==> src/rtl/dataram_store_buffer.sv <==
// In-order store FIFO in front of the 256x8 data RAM write port.
// Optional STORE_FWD_EN adds combinational store-to-load forwarding (LdAddr/FwdHit/FwdData).
module dataram_store_buffer #(
    parameter int DEPTH = 4,
    parameter int AW    = 8,
    parameter int DW    = 8
) (
    input  logic                       CLK,
    input  logic                       RST_N,
    input  logic                       StValid,
    output logic                       StReady,
    input  logic [AW-1:0]              StAddr,
    input  logic [DW-1:0]              StData,
    output logic                       MemWrite,
    output logic [AW-1:0]              MemAddr,
    output logic [DW-1:0]              MemData,
    input  logic                       MemReady,
    output logic                       Empty,
`ifdef STORE_FWD_EN
    input  logic [AW-1:0]              LdAddr,
    output logic                       FwdHit,
    output logic [DW-1:0]              FwdData,
`endif
    output logic [$clog2(DEPTH+1)-1:0] Count
);
    localparam int PW = $clog2(DEPTH);
    localparam int CW = $clog2(DEPTH+1);

    logic [AW-1:0] addr_q [DEPTH];
    logic [DW-1:0] data_q [DEPTH];
    logic [PW-1:0] rd_ptr, wr_ptr;
    logic [CW-1:0] cnt;
    logic          push, pop;

    // Full rejects even when the head pops this cycle, so StReady never sees MemReady.
    assign StReady  = (cnt != CW'(DEPTH));
    assign Empty    = (cnt == '0);
    assign MemWrite = !Empty;
    assign push     = StValid && StReady;
    assign pop      = MemWrite && MemReady;
    assign Count    = cnt;

    // Zero when empty so unreset storage never leaks X onto the RAM bus.
    assign MemAddr  = Empty ? '0 : addr_q[rd_ptr];
    assign MemData  = Empty ? '0 : data_q[rd_ptr];

    always_ff @(posedge CLK) begin
        if (push) begin
            addr_q[wr_ptr] <= StAddr;
            data_q[wr_ptr] <= StData;
        end
    end

    always_ff @(posedge CLK or negedge RST_N) begin
        if (!RST_N) begin
            rd_ptr <= '0;
            wr_ptr <= '0;
            cnt    <= '0;
        end else begin
            if (push) wr_ptr <= wr_ptr + PW'(1);
            if (pop)  rd_ptr <= rd_ptr + PW'(1);
            case ({push, pop})
                2'b10:   cnt <= cnt + CW'(1);
                2'b01:   cnt <= cnt - CW'(1);
                default: cnt <= cnt;
            endcase
        end
    end

`ifdef STORE_FWD_EN
    // Walk oldest to youngest so the last match (youngest store) wins.
    always_comb begin
        logic [PW-1:0] idx;
        idx     = '0;
        FwdHit  = 1'b0;
        FwdData = '0;
        for (int i = 0; i < DEPTH; i++) begin
            idx = rd_ptr + PW'(i);
            if ((CW'(i) < cnt) && (addr_q[idx] == LdAddr)) begin
                FwdHit  = 1'b1;
                FwdData = data_q[idx];
            end
        end
    end
`endif
endmodule

==> config.mk <==
export PLATFORM = sky130hd
export DESIGN_NAME = dataram_store_buffer
export DESIGN_NICKNAME = d
export VERILOG_FILES = /design/src/rtl/dataram_store_buffer.sv
export SDC_FILE = /design/constraint.sdc
export NUM_CORES = 1
export LEC_CHECK = 0
export CAP_MARGIN = 5
export CORE_MARGIN = 5
export CORE_UTILIZATION = 40
export DETAILED_ROUTE_END_ITERATION = 16
export HOLD_SLACK_MARGIN = 0.05
export SLEW_MARGIN = 10
export SYNTH_ARGS = -nofsm -noshare
export SYNTH_HDL_FRONTEND = slang
export SYNTH_SLANG_ARGS = --single-unit
==> constraint.sdc <==
create_clock -name CLK -period 2.73 [get_ports CLK]
set_input_delay 0.819 -clock CLK [delete_from_list [all_inputs] [get_ports CLK]]
set_output_delay 0.819 -clock CLK [all_outputs]
set_load 0.02 [all_outputs]
* Yosys cells after proc, flatten, opt, wreduce, memory -nomap -nowiden
Memories as Yosys holds them, arrays and structs flattened.
Cells that the tools add are included.
** Operators by class
- Add/subtract/negate cells :: 4
- Multipliers :: 0
- Divide/modulo/power cells :: 0
- $lt $le $gt $ge :: 0
- Equality and inequality tests :: 3
- Shifts and indexed selects :: 0
- Multiplexer cells :: 5
- Bitwise logic cells :: 0
- Reductions and logical operators :: 5
** Operator list (number)
- $mux W8 :: 2
- $pmux W3 S2 :: 1
- $add A2 B1 Y2 const B :: 2
- $add A3 B1 Y3 const B :: 1
- $logic_not A3 Y1 :: 1
- $ne A3 B3 Y1 const B :: 1
- $sub A3 B1 Y3 const B :: 1
- $eq A2 B1 Y1 const B :: 1
- $eq A2 B2 Y1 const B :: 1
- $logic_and A1 B1 Y1 :: 2
- $mux W1 :: 2
- $reduce_bool A2 Y1 :: 1
- $logic_not A1 Y1 :: 1
** Storage, ports and cells
- Register bits :: 7
- Latch bits :: 0
- RAM bits :: 64
- Memory bits (read-only) :: 0
- Output and inout port bits :: 22
- Logic and storage cells :: 22
- Memories kept :: 2
** Memory list
- addr_q :: words 4, bits a word 8, read ports 1, clocked after Yosys merged registers in 0, wr ports 1, RTL line 29 : logic [AW-1:0] addr_q [DEPTH];
- data_q :: words 4, bits a word 8, read ports 1, clocked after Yosys merged registers in 0, wr ports 1, RTL line 30 : logic [DW-1:0] data_q [DEPTH];

* Depth between registers and ports, before layout
- Word-level depth :: 5
- Depth in mapped cells :: 9

* Worst setup path after synthesis
No wires, ideal clock.
- Kind :: reg-to-reg
- From :: register cnt[0] (netlist: Count[0])
- To :: register cnt[2] (netlist: Count[2])
- Arrival time :: 2.147 ns
- Required time :: 2.650 ns
- Path slack :: 0.503 ns
- Cell stages (with the launch flop) :: 10
- Path buffers :: 0
- Period minus slack after synthesis :: 2.227 ns
- Path through :: dfrtp_1 -> or3b_4 -> and2_4 -> inv_1 -> ha_1 -> inv_1 -> fa_1 -> xor2_1 -> nor2_1 -> xor2_1
** Between the ends
- Elaborated cells between the ends (all ways) :: 11
- Classes of those cells :: add/sub: 2; eq/ne: 3; mux: 1; reduce/logical: 5
** RTL lines
- from (decl) :: RTL line 32 : logic [CW-1:0] cnt;
- from (signal assigned) :: RTL line 63 : 2'b10: cnt <= cnt + CW'(1);
- from (signal assigned) :: RTL line 64 : 2'b01: cnt <= cnt - CW'(1);
- from (signal assigned) :: RTL line 65 : default: cnt <= cnt;
- $ne A3 B3 Y1 (*) :: RTL line 36 : assign StReady = (cnt != CW'(DEPTH));
- via StReady :: RTL line 11 : output logic StReady,
- $logic_and A1 B1 Y1 (*) :: RTL line 39 : assign push = StValid && StReady;
- $eq A2 B1 Y1 / $eq A2 B2 Y1 (equally long branches) :: RTL line 62 : case ({push, pop})
- $pmux W3 S2 / $reduce_bool A2 Y1 (equally long branches)
Mark *: on every way through the listed nets, which the timed path passes. The rest lies on a longest branch.
A chain may end at the register's enable or synchronous reset.

* Final worst setup path
- From :: register rd_ptr[0]
- To :: output MemData[7]
** Between the ends
- Word-level cells in the longest chain between the ends :: 2
** Ends and longest elaborated chain
- from (decl) :: RTL line 31 : logic [PW-1:0] rd_ptr, wr_ptr;
- from (signal assigned) :: RTL line 61 : if (pop) rd_ptr <= rd_ptr + PW'(1);
- $mem_v2 Z4 W8
- $mux W8 :: RTL line 45 : assign MemData = Empty ? '0 : data_q[rd_ptr];
- to (decl) :: RTL line 16 : output logic [DW-1:0] MemData,
Every way passes these cells.

==> flow_summary.yaml <==
run_status:
  status: "finished, final reports clean"
logic_synthesis:
  synthTopCellsByCount: "edfxtp_1, and2_1, mux4_2"
  avgSynthCellArea_um2: 20.49
  yosysTopAreaCellShare_pct: 66.99
  ys_types: 22
  synthCells: 140
  synthesis.area_um2: 2869
  synth-main-ff-cell: "edfxtp_1"
  synth_most_common_cell: "edfxtp_1"
  async_flop_share_pct: 9.859
  syn_nets: 166
  ys_ff_latch: 71
  synth.area.top_cells: "edfxtp_1, mux4_2, dfrtp_1"
  synth_top_cell_by_area: "edfxtp_1"
  synth_edf_count: 64
  ys_seq_area_share_pct: 73.09
  yosys_warnings: 0
finish:
  fill_cells: 567
  antennaDiodeCount: 0
  drive_gt1_share_pct: 31.34
  final_cells: 297
  layout.nets: 222
  syn2layout_area_growth_pct: 24.07
timing:
  worst_slew_pin_slew_ns: 0.4592
  fin_crit_ns: 2.653
  skew_ns: 0.008224
  slew_headroom_pct: 69.39
  slew_violations: 0
  setup_tns_ns: 0
  grt_setup_unrepaired: "false"
  fmax_mhz: 377.0
  period_share_pct: 97.17
  setup_ws_ns: 0.07739
  hold_viol: 0
  setup_viol: 0
min_path:
  hold_start: "Count[2]"
  hold_path_end: "Count[2]"
  holdPathStages: 1
  hold_class: "reg -> reg"
placement:
  place_congestion: 0.6544
  dp.cells: 276
  port_buffers: 41
  dp_hpwl_um: 3246
  place_ws_ns: 0.06655
floorplan:
  die_area_um2: 8966
  rows: 30
  start_util_pct: 41.77
  fp.dieW_um: 94.69
  coreArea_um2: 6869
  ios: 42
  dieHeight_um: 94.69
setup_path:
  reg2reg_depth: 9
  r2r-end: "Count[2]"
  cp_max_fo: 4
  cp.required_ns: 1.91
  r2r_slack_ns: 0.42
  critPathLaunchType: "register"
  arrival_ns: 1.83
  endpoint_kind: "primary output"
  path_class: "reg -> out"
  reg2reg_from: "Count[0]"
clocking:
  insertion_delay_ns: 0.33
  clkSlewWorstSetupHoldPaths_ns: 0.08
  clk_path_buf_depth: 2
  holdBufCountCts: 0
  root_buffer: "clkbuf_8"
  cts_made_buffers: 9
  tritoncts: "done"
  clock-sinks: 71
  cts.htree.levels: 3
power_and_ir_drop:
  worst_ir_drop_vdd_mv: 0.6167
  power_leakage_nw: 1.272
  power_density_nw_per_um2: 1110
global_route:
  antenna_found_initial: 0
  grt_pass1_vias: 1586
  grt_usage_pct: 12.37
  grt.overflow.total: 0
  grt_pass1_wl_um: 8059
  grt_max_degree: 21
routing:
  vias_per_cell: 4.761
  drtIter0Drc: 34
  wl_um: 4967
  vias: 1414
  drc_errors: 0
  drtAntennaViolNets: 0
  firstDrtPassIters: 4
  wl_per_cell_um: 16.72
job:
  max-cap-violations: 0
## power by group
part           internal (W)  switching (W)
Sequential          0.00146      0.0000980
Combinational      0.000801       0.000863
Clock              0.000336       0.000398
Total               0.00259        0.00136
## critical path: stages, from the launching register on
cell,delay (ns)
dfrtp_1,0.41
buf_6,0.15
mux4_2,0.47
and2_1,0.16
dlygate4sd2_1,0.31
## cell families after synthesis
kind of cell             count (synthesis)  share of synthesized area, %
adder cells (fa/ha/maj)                  6                         2.878
flip-flops                              71                         73.09
AND/OR/NAND/NOR                         26                         5.975
XOR/XNOR                                 6                         1.832
multiplexers                            18                         13.56
buffers and inverters                   13                         2.660
## how the worst max path moves through the flow
stage | startpoint | endpoint | slack [ns] | cells past startpoint
4_1_cts | rd_ptr[0] | MemData[0] | -0.02 | 4
3_3_place_gp | MemReady | Count[2] | 0.11 | 8
5_1_grt | Count[0] | MemData[7] | 0.003 | 4
2_1_floorplan | Count[0] | Count[2] | 0.50 | 9
6_report | rd_ptr[0] | MemData[7] | 0.08 | 4
3_5_place_dp | MemReady | Count[2] | 0.07 | 8
## registers in the layout, summed over array words and instances (netlist names)
signal	flops
Count	3
data_q	32
addr_q	32
wr_ptr	2
rd_ptr	2
## cell type report
type                            count  area [µm²]  area share, %
Clock buffer                        9       123.9          3.480
Timing Repair Buffer               51       439.2          12.34
Sequential cell                    71        2098          58.95
Multi-Input combinational cell     56       695.7          19.54
Clock inverter                      7       56.30          1.582
Tap cell                           96       120.1          3.374
Inverter                            7       26.28         0.7381
## cell usage in the layout (no fill, tap or decap)
| cell | synthesis | final |
|---|---|---|
| xnor2_1 | 3 | 3 |
| dfrtp_1 | 7 | 6 |
| buf_6 | 1 | 4 |
| clkbuf_8 | 0 | 9 |
| edfxtp_1 | 64 | 64 |
| inv_6 | 0 | 2 |
| nor2_1 | 1 | 1 |
| and2_4 | 1 | 1 |
| dfrtp_2 | 0 | 1 |
| clkinv_4 | 0 | 1 |
| clkdlybuf4s15_1 | 0 | 1 |
| inv_1 | 7 | 7 |
| buf_4 | 0 | 5 |
| buf_2 | 3 | 1 |
| and3_2 | 4 | 4 |
| mux2i_1 | 1 | 1 |
| xor2_1 | 3 | 3 |
| clkbuf_2 | 0 | 13 |
| mux4_2 | 15 | 15 |
| fa_1 | 1 | 1 |
| nand3_1 | 1 | 1 |
| dlygate4sd2_1 | 0 | 3 |
| mux2_4 | 1 | 1 |
| or3_1 | 1 | 1 |
| clkinvlp_4 | 0 | 4 |
| and2_1 | 17 | 17 |
| or3b_4 | 1 | 1 |
| mux4_1 | 1 | 1 |
| clkdlybuf4s50_1 | 0 | 23 |
| buf_12 | 1 | 1 |
| ha_1 | 5 | 5 |
## metal layers
| metal | GRT usage (%) | routed length [µm] |
|---|---|---|
| met5 | 0 | 0 |
| met3 | 3.028 | 224 |
| met1 | 14.57 | 2015 |
| met4 | 6.851 | 95 |
| met2 | 20.73 | 2631 |
## per-stage QoR
step | power, W | hold slack (ns) | util [%] | area, µm²
global route | 0.004193 | 0.5499 | 51.82 | 3560
finish | 0.003952 | 0.5213 | 51.82 | 3560
global placement | 0.003349 | 0.4949 | 49.49 | 3400
floorplan | 0.002671 | 0.5234 | - | 2869
detailed placement | 0.003379 | 0.4955 | 49.49 | 3400
CTS | 0.004003 | 0.5218 | 52.02 | 3573
## what timing repair did
item | in CTS | in global routing
setup buffers | 0 | 5
gates resized for setup | 27 | 26
setup endpoints to repair | 18 | 16
pin swaps | 0 | 0
(Power assumes the default switching activity.)
